**src/rtl/mux4_rr_sel_ctrl_if.sv**
```systemverilog
// Handshake bundle between the round-robin select controller and the
// requesters/consumer around mux4to1.
interface mux4_rr_sel_ctrl_if;
  logic [3:0] req_i;
  logic       ready_i;
  logic [1:0] sel_o;
  logic       valid_o;
  logic [3:0] ack_o;
  logic       busy_o;

  // Environment side: drives requests and consumer ready.
  modport master (
    output req_i, ready_i,
    input  sel_o, valid_o, ack_o, busy_o
  );

  // Controller side.
  modport slave (
    input  req_i, ready_i,
    output sel_o, valid_o, ack_o, busy_o
  );
endinterface

```
**src/rtl/mux4_rr_sel_ctrl.sv**
```systemverilog
// Round-robin select controller for mux4to1. Grants bursts of up to
// MAX_BURST beats per source. Re-arbitration happens in the same edge as
// release, so there is no bubble between back-to-back bursts.
module mux4_rr_sel_ctrl #(
  parameter int unsigned MAX_BURST = 4
) (
  input  logic                clk,
  input  logic                rst_n,
  mux4_rr_sel_ctrl_if.slave   bus
);

  localparam int unsigned CNT_W = (MAX_BURST > 1) ? $clog2(MAX_BURST) : 1;
  localparam logic [CNT_W-1:0] LAST_BEAT = CNT_W'(MAX_BURST - 1);

  typedef enum logic {
    IDLE,
    GRANT
  } state_e;

  state_e           state_q, state_d;
  logic [1:0]       sel_q, sel_d;
  logic [1:0]       ptr_q, ptr_d;
  logic [CNT_W-1:0] cnt_q, cnt_d;

  logic       valid;
  logic       beat;
  logic       rel;
  logic [1:0] arb_start;
  logic [1:0] arb_cand;
  logic [1:0] arb_idx;
  logic       arb_hit;

  assign valid = (state_q == GRANT) && bus.req_i[sel_q];
  assign beat  = valid && bus.ready_i;
  assign rel   = (state_q == GRANT) &&
                 (!bus.req_i[sel_q] || (beat && (cnt_q == LAST_BEAT)));

  // While granted the scan only matters on release, where it must start
  // just past the current owner; that is the ptr value being written.
  assign arb_start = (state_q == GRANT) ? sel_q + 2'd1 : ptr_q;

  // Round-robin scan: first requester at or after arb_start, modulo 4.
  always_comb begin
    arb_hit  = 1'b0;
    arb_idx  = arb_start;
    arb_cand = '0;
    for (int unsigned i = 0; i < 4; i++) begin
      arb_cand = arb_start + 2'(i);
      if (!arb_hit && bus.req_i[arb_cand]) begin
        arb_hit = 1'b1;
        arb_idx = arb_cand;
      end
    end
  end

  // Next-state: grant from IDLE, count beats, release and re-arbitrate.
  always_comb begin
    state_d = state_q;
    sel_d   = sel_q;
    ptr_d   = ptr_q;
    cnt_d   = cnt_q;
    case (state_q)
      IDLE: begin
        if (arb_hit) begin
          sel_d   = arb_idx;
          cnt_d   = '0;
          state_d = GRANT;
        end
      end
      GRANT: begin
        if (rel) begin
          ptr_d = sel_q + 2'd1;
          if (arb_hit) begin
            sel_d = arb_idx;
            cnt_d = '0;
          end else begin
            state_d = IDLE;
          end
        end else if (beat) begin
          cnt_d = cnt_q + 1'b1;
        end
      end
      default: state_d = IDLE;
    endcase
  end

  // State registers with asynchronous active-low clear.
  always_ff @(posedge clk or negedge rst_n) begin
    if (!rst_n) begin
      state_q <= IDLE;
      sel_q   <= '0;
      ptr_q   <= '0;
      cnt_q   <= '0;
    end else begin
      state_q <= state_d;
      sel_q   <= sel_d;
      ptr_q   <= ptr_d;
      cnt_q   <= cnt_d;
    end
  end

  assign bus.sel_o   = sel_q;
  assign bus.valid_o = valid;
  assign bus.ack_o   = beat ? (4'b0001 << sel_q) : '0;
  assign bus.busy_o  = (state_q == GRANT);

endmodule

```
**src/flat_wrapper.sv**
```systemverilog
// flat-port wrapper written by rule: the top's interface ports become plain ports
module mux4_rr_sel_ctrl_flat 
#(
  parameter int unsigned MAX_BURST = 4
)
  (clk, rst_n, bus_req_i, bus_ready_i, bus_sel_o, bus_valid_o, bus_ack_o, bus_busy_o);
  mux4_rr_sel_ctrl_if bus_i ();
  input  logic clk;
  input  logic rst_n;
  input wire logic [$bits(bus_i.req_i)-1:0] bus_req_i;
  input wire logic [$bits(bus_i.ready_i)-1:0] bus_ready_i;
  output wire logic [$bits(bus_i.sel_o)-1:0] bus_sel_o;
  output wire logic [$bits(bus_i.valid_o)-1:0] bus_valid_o;
  output wire logic [$bits(bus_i.ack_o)-1:0] bus_ack_o;
  output wire logic [$bits(bus_i.busy_o)-1:0] bus_busy_o;
  assign bus_i.req_i = bus_req_i;
  assign bus_i.ready_i = bus_ready_i;
  assign bus_sel_o = bus_i.sel_o;
  assign bus_valid_o = bus_i.valid_o;
  assign bus_ack_o = bus_i.ack_o;
  assign bus_busy_o = bus_i.busy_o;
  mux4_rr_sel_ctrl #(.MAX_BURST(MAX_BURST)) u_core (.clk(clk), .rst_n(rst_n), .bus(bus_i));
endmodule
```
**config.mk**
```make
export PLATFORM = sky130hd
export DESIGN_NAME = mux4_rr_sel_ctrl_flat
export DESIGN_NICKNAME = d
export VERILOG_FILES = /design/src/rtl/mux4_rr_sel_ctrl_if.sv /design/src/rtl/mux4_rr_sel_ctrl.sv /design/src/flat_wrapper.sv
export SDC_FILE = /design/constraint.sdc
export NUM_CORES = 1
export LEC_CHECK = 0
export BUFFER_PORTS_ARGS = -buffer_cell sky130_fd_sc_hd__buf_2
export CORE_AREA = 4 4 41 43
export DETAILED_ROUTE_END_ITERATION = 10
export DIE_AREA = 0 0 45 47
export PLACE_DENSITY = 0.63
export SLEW_MARGIN = 10
export SYNTH_ARGS = -nofsm -noshare
export SYNTH_HDL_FRONTEND = slang
export SYNTH_SLANG_ARGS = --single-unit
```
**constraint.sdc**
```tcl
create_clock -name clk -period 1.75 [get_ports clk]
set_input_delay 0.0875 -clock clk [delete_from_list [all_inputs] [get_ports clk]]
set_output_delay 0.0875 -clock clk [all_outputs]
set_load 0.1 [all_outputs]
```
Word-level counts from Yosys, hierarchy flattened
Cells that the tools add are included.
Word-level totals
  register bits after elaboration: 7
  word-level logic and storage cells: 61
  bits of input ports: 7
Operators by class
  magnitude comparators: 5
  equal/unequal tests: 3
  shift-type cells: 1
  muxes and demuxes: 29
  add/sub/neg operators: 5
  bitwise operators: 1
  reductions and logical operators: 13
Operators by type and width (count)
  $mux 2: 9
  $lt 2x3->1 const B: 5
  $mux 1: 11
  $bmux 1 s2: 5
  $pmux 2 s2: 2
  $logic_and 1x1->1: 7
  $add 2x1->2 const B: 3
  $add 2x2->2 const B: 2
  $logic_not 1->1: 4
  $mux 4: 1
  $shl 1x2->4 const A: 1
  $ne 3x3->1 const B: 1
  $eq 2x2->1 const B: 1
  $ne 2x2->1 const B: 1
  $pmux 1 s2: 1
  $reduce_and 2->1: 1
  $logic_or 1x1->1: 1
  $not 1->1: 1

Logic depth before layout (Yosys ltp)
  word-level depth: 17
  depth in mapped cells: 6
  mapped depth without buffers: 6

Worst setup path before layout
OpenSTA, ideal clock, no wires.
  path type: register to output
  start: register u_core.sel_q[0], in the netlist u_core.bus.sel_o[0]
  end: output bus_ack_o[0]
  stages on the path, launching flop included: 5
  required time: 1.662 ns
  slack: -0.966 ns
  arrival: 2.628 ns
  cells stage by stage: dfrtp_1 -> mux4_2 -> and2_4 -> buf_6 -> and3_1
Between the ends
  word-level cells in the longest chain between the ends: 5
RTL lines
  from (decl): line mux4_rr_sel_ctrl.sv:21  | logic [1:0] sel_q, sel_d;
  from (signal assigned): line mux4_rr_sel_ctrl.sv:96  | sel_q <= sel_d;
  $bmux 1 s2: line mux4_rr_sel_ctrl.sv:33  | assign valid = (state_q == GRANT) && bus.req_i[sel_q];
  $mux 1 (not written as such): line mux4_rr_sel_ctrl.sv:33
  $logic_and 1x1->1: line mux4_rr_sel_ctrl.sv:33
  via bus_valid_o: line flat_wrapper.sv:13  | output wire logic [$bits(bus_i.valid_o)-1:0] bus_valid_o;
  $logic_and 1x1->1: line mux4_rr_sel_ctrl.sv:34  | assign beat = valid && bus.ready_i;
  $mux 4: line mux4_rr_sel_ctrl.sv:104  | assign bus.ack_o = beat ? (4'b0001 << sel_q) : '0;
  to (decl): line flat_wrapper.sv:14  | output wire logic [$bits(bus_i.ack_o)-1:0] bus_ack_o;
The timed path passes the listed nets, and every way through them passes these cells. The select of a mux whose other input is x is not followed.

Worst setup path after layout
  start: register u_core.sel_q[0], in the netlist u_core.bus.sel_o[0]
  end: output bus_ack_o[2]
Between the ends
  word-level cells in the longest chain between the ends: 5
RTL lines (line)
  $bmux 1 s2: mux4_rr_sel_ctrl.sv:33
  $mux 1 (not written as such): mux4_rr_sel_ctrl.sv:33
  $logic_and 1x1->1: mux4_rr_sel_ctrl.sv:33
  $logic_and 1x1->1: mux4_rr_sel_ctrl.sv:34
  $mux 4 (*): mux4_rr_sel_ctrl.sv:104
Mark *: on every way between the ends. The rest lies on a longest branch, timed or not. The select of a mux whose other input is x is not followed.

==> key figures <==
Critical path
  • FF-to-FF setup slack: roughly 0.03 ns
  • Critical path's slowest cell: mux4_2
  • Crit path DAT: 1.67 ns
  • Critical path type: reg -> out
  • Crit-path max FO: 6
  • CP cell instances: mux4_2, and2_4, and3_4, buf_12
  • CP Launch Type: flip-flop
  • CP endpoint kind: primary output
  • CP required: between 1.5 and 2 ns
  • R2R depth: 5
  • FF-to-FF Start: u_core.bus.sel_o[0]
  • Critical R2R Capture: u_core.bus.sel_o[0]
  • Crit path largest cell delay: approximately 0.5 ns

Die
  • Die Wd: 45 µm
  • Chip Height: roughly 47 µm
  • Initial core utilization: 43.2%
  • FP Rows: 13
  • Die area: approximately 2100 µm²
  • Core area: 1300 µm²
  • IO Pins: 15

Placed design
  • Place WS: 0.0856 ns
  • RePlAce Congestion: just under 0.8
  • Number of buffers added on ports: 14
  • Post-DP HPWL: between 1000 and 1500 µm

Detailed routing
  • Routed WL: 1440 µm
  • WL/cell: 15.0 µm
  • DR DRC count: 0
  • Antenna-violating nets left: 0
  • Vias post-DR: 538
  • Via density: 5.60
  • Initial drt markers: 4
  • Pre-antenna DRT Iters: 4

Clocking
  • Clock Path Buffers: 2
  • Clk sink count: 7
  • CTS buffer count: 3
  • CTS tree: done
  • H-Tree Depth: 1
  • Clock Tree Root: clkbuf_4
  • Reg clk slew, reported paths: 0.05 ns
  • Worst-Skew Late Latency: between 0.2 and 0.3 ns

Yosys
  • Seq cells post-synth: 7
  • Syn Area/Cell: roughly 9.7 µm²
  • Count of different cell masters after synthesis: 28
  • Post-synth EDFFs: 0
  • Cell area after synthesis: 562 µm²
  • Primary FF master, synth: dfrtp_1
  • Synthesized instance count: 58
  • Synth Net Count: 70
  • Async set or reset register ratio after synthesis: 100%
  • Seq/Total Area, Yosys: a little under a third
  • Syn. warnings: 0

STA
  • Min setup slack post-route: -0.00748 ns
  • Max-slew violations: 0
  • Achievable Freq: approximately 570 MHz
  • Part of the cycle the worst path needs: 100%
  • Slew @ Worst Pin: ~0.48 ns
  • Hold Vio Cnt, Final: 0
  • Final Setup Violations: 4
  • RSZ-0062 raised after global routing: yes
  • Worst slew margin: 67.9%
  • Clock Skew: 0.00325 ns
  • Period minus WS final: around 1.8 ns

Cells and area
  • Layout Nets: 94
  • Diodes inserted: 0
  • Sequential standard cell area: about 180 µm²
  • Area grow syn2layout: 51.2%
  • Fillers: between 100 and 150
  • Multi-input gate area: ~400 µm²
  • Layout cell share with drive strength beyond 1: around half

Global route
  • Gr usage total: ~15%
  • GR Overflow Total: 0
  • First-pass GRT wire length: ~2300 µm
  • Vias in the first global route: 514
  • Largest net degree at the start of global routing: 9
  • Initial antenna violation count: 0

Power
  • Total power: roughly 1.7 mW
  • Max VDD drop: between 0.0009 and 0.001 V
  • Pwr per Cell Area: about 2000 nW/µm²
  • Leak Pwr: between 0.3 and 0.4 nW

Run status
  • Status: complete, but fails checks
  • Violated checks: setup timing

Worst hold path
  • Hold Path Class: in -> async

Flow run
  • Max Cap Viol: 0
final cells by class:
cell class	count	share of cell area, %
multi-input combinational	43	47.3
timing repair buffer	20	22.7
sequential	7	21.6
clock buffer	4	3.09
inverter	7	3.09
tap	15	2.21
synthesized netlist by cell type (2+ instances only):
| cell | count | area [µm²] |
|---|---|---|
| nor2_1 | 3 | 11.3 |
| nand2_1 | 3 | 11.3 |
| nand2b_1 | 2 | 12.5 |
| ha_1 | 5 | 62.6 |
| dfrtp_1 | 7 | 175 |
| a31oi_1 | 4 | 25.0 |
| mux2i_1 | 2 | 20.0 |
| o21ai_0 | 2 | 10.0 |
| inv_1 | 7 | 26.3 |
| and3_1 | 4 | 25.0 |
| mux2_1 | 2 | 22.5 |
worst max-delay path: cells and delay by family (launching register included):
family,cells,cell delay [ns]
simple gates,2,0.34
flops,1,0.42
mux,1,0.51
buf+inv,1,0.16
flip-flops by register name, indices dropped and copies added (netlist names):
name	count
u_core.ptr_q	2
u_core.bus.busy_o	1
u_core.cnt_q	2
u_core.bus.sel_o	2
how the worst max path moves through the flow:
stage,slack [ns],from,end
CTS,-0.01,u_core.bus.sel_o[0],bus_ack_o[3]
floorplan,-0.16,u_core.bus.sel_o[0],bus_ack_o[0]
global placement,0.12,u_core.bus.sel_o[0],u_core.bus.sel_o[0]
finish,-0.007,u_core.bus.sel_o[0],bus_ack_o[2]
global route,-0.06,u_core.bus.sel_o[0],bus_ack_o[3]
detailed placement,0.09,u_core.bus.sel_o[0],u_core.ptr_q[0]
what timing repair did:
item,in CTS,in global routing
endpoints found under the setup margin,5,7
hold buffers,1,0
hold endpoints to repair,7,0
resized for setup,0,1
pin swaps,1,0
setup buffers,4,0
per-stage QoR:
step	cells	instance area, µm²	TNS (ns)	hold WS [ns]	utilization, %
2_1_floorplan	58	623	-1.06	-0.208	-
3_3_place_gp	87	774	0	-0.0743	59.5
3_5_place_dp	87	774	0	-0.0738	59.5
4_1_cts	96	841	-0.0429	0.182	64.6
5_1_grt	96	850	-0.285	0.212	65.3
6_report	96	850	-0.0222	0.185	65.3
logic make-up after synthesis:
family | Yosys count | synth area share (%)
compound gates | 16 | 21.6
fa+ha+maj | 5 | 11.1
buf+inv | 8 | 6.68
flops | 7 | 31.2
mux | 5 | 11.6
simple gates | 17 | 17.8
where the power goes:
group | switching [mW] | leakage (nW) | internal, mW
logic | 0.743 | 0.273 | 0.485
registers | 0.0698 | 0.0793 | 0.248
clock network | 0.0588 | 0.0150 | 0.0870
total | 0.872 | 0.367 | 0.820
cell usage in the layout, fill, tap and decap left out, types with 2 or more instances in the layout:
cell type and count:
inv_1 5, nand2b_1 2, nor2_1 3, nand2_1 3, buf_12 5, clkbuf_4 3
mux2_1 2, and3_4 4, buf_2 9, dfrtp_4 2, a31oi_1 4, dfrtp_1 4
buf_4 5, o21ai_0 2, inv_2 2, ha_1 4
per-layer routing:
metal	vias up	GRT usage, %	part of all wire [%]
li1	259	-	-
met5	-	0	0
met1	262	17.6	42
met2	15	28.0	52
met3	2	1.15	4.4
met4	0	8.77	0.97
Note: power is estimated with default switching activity, not from simulation.
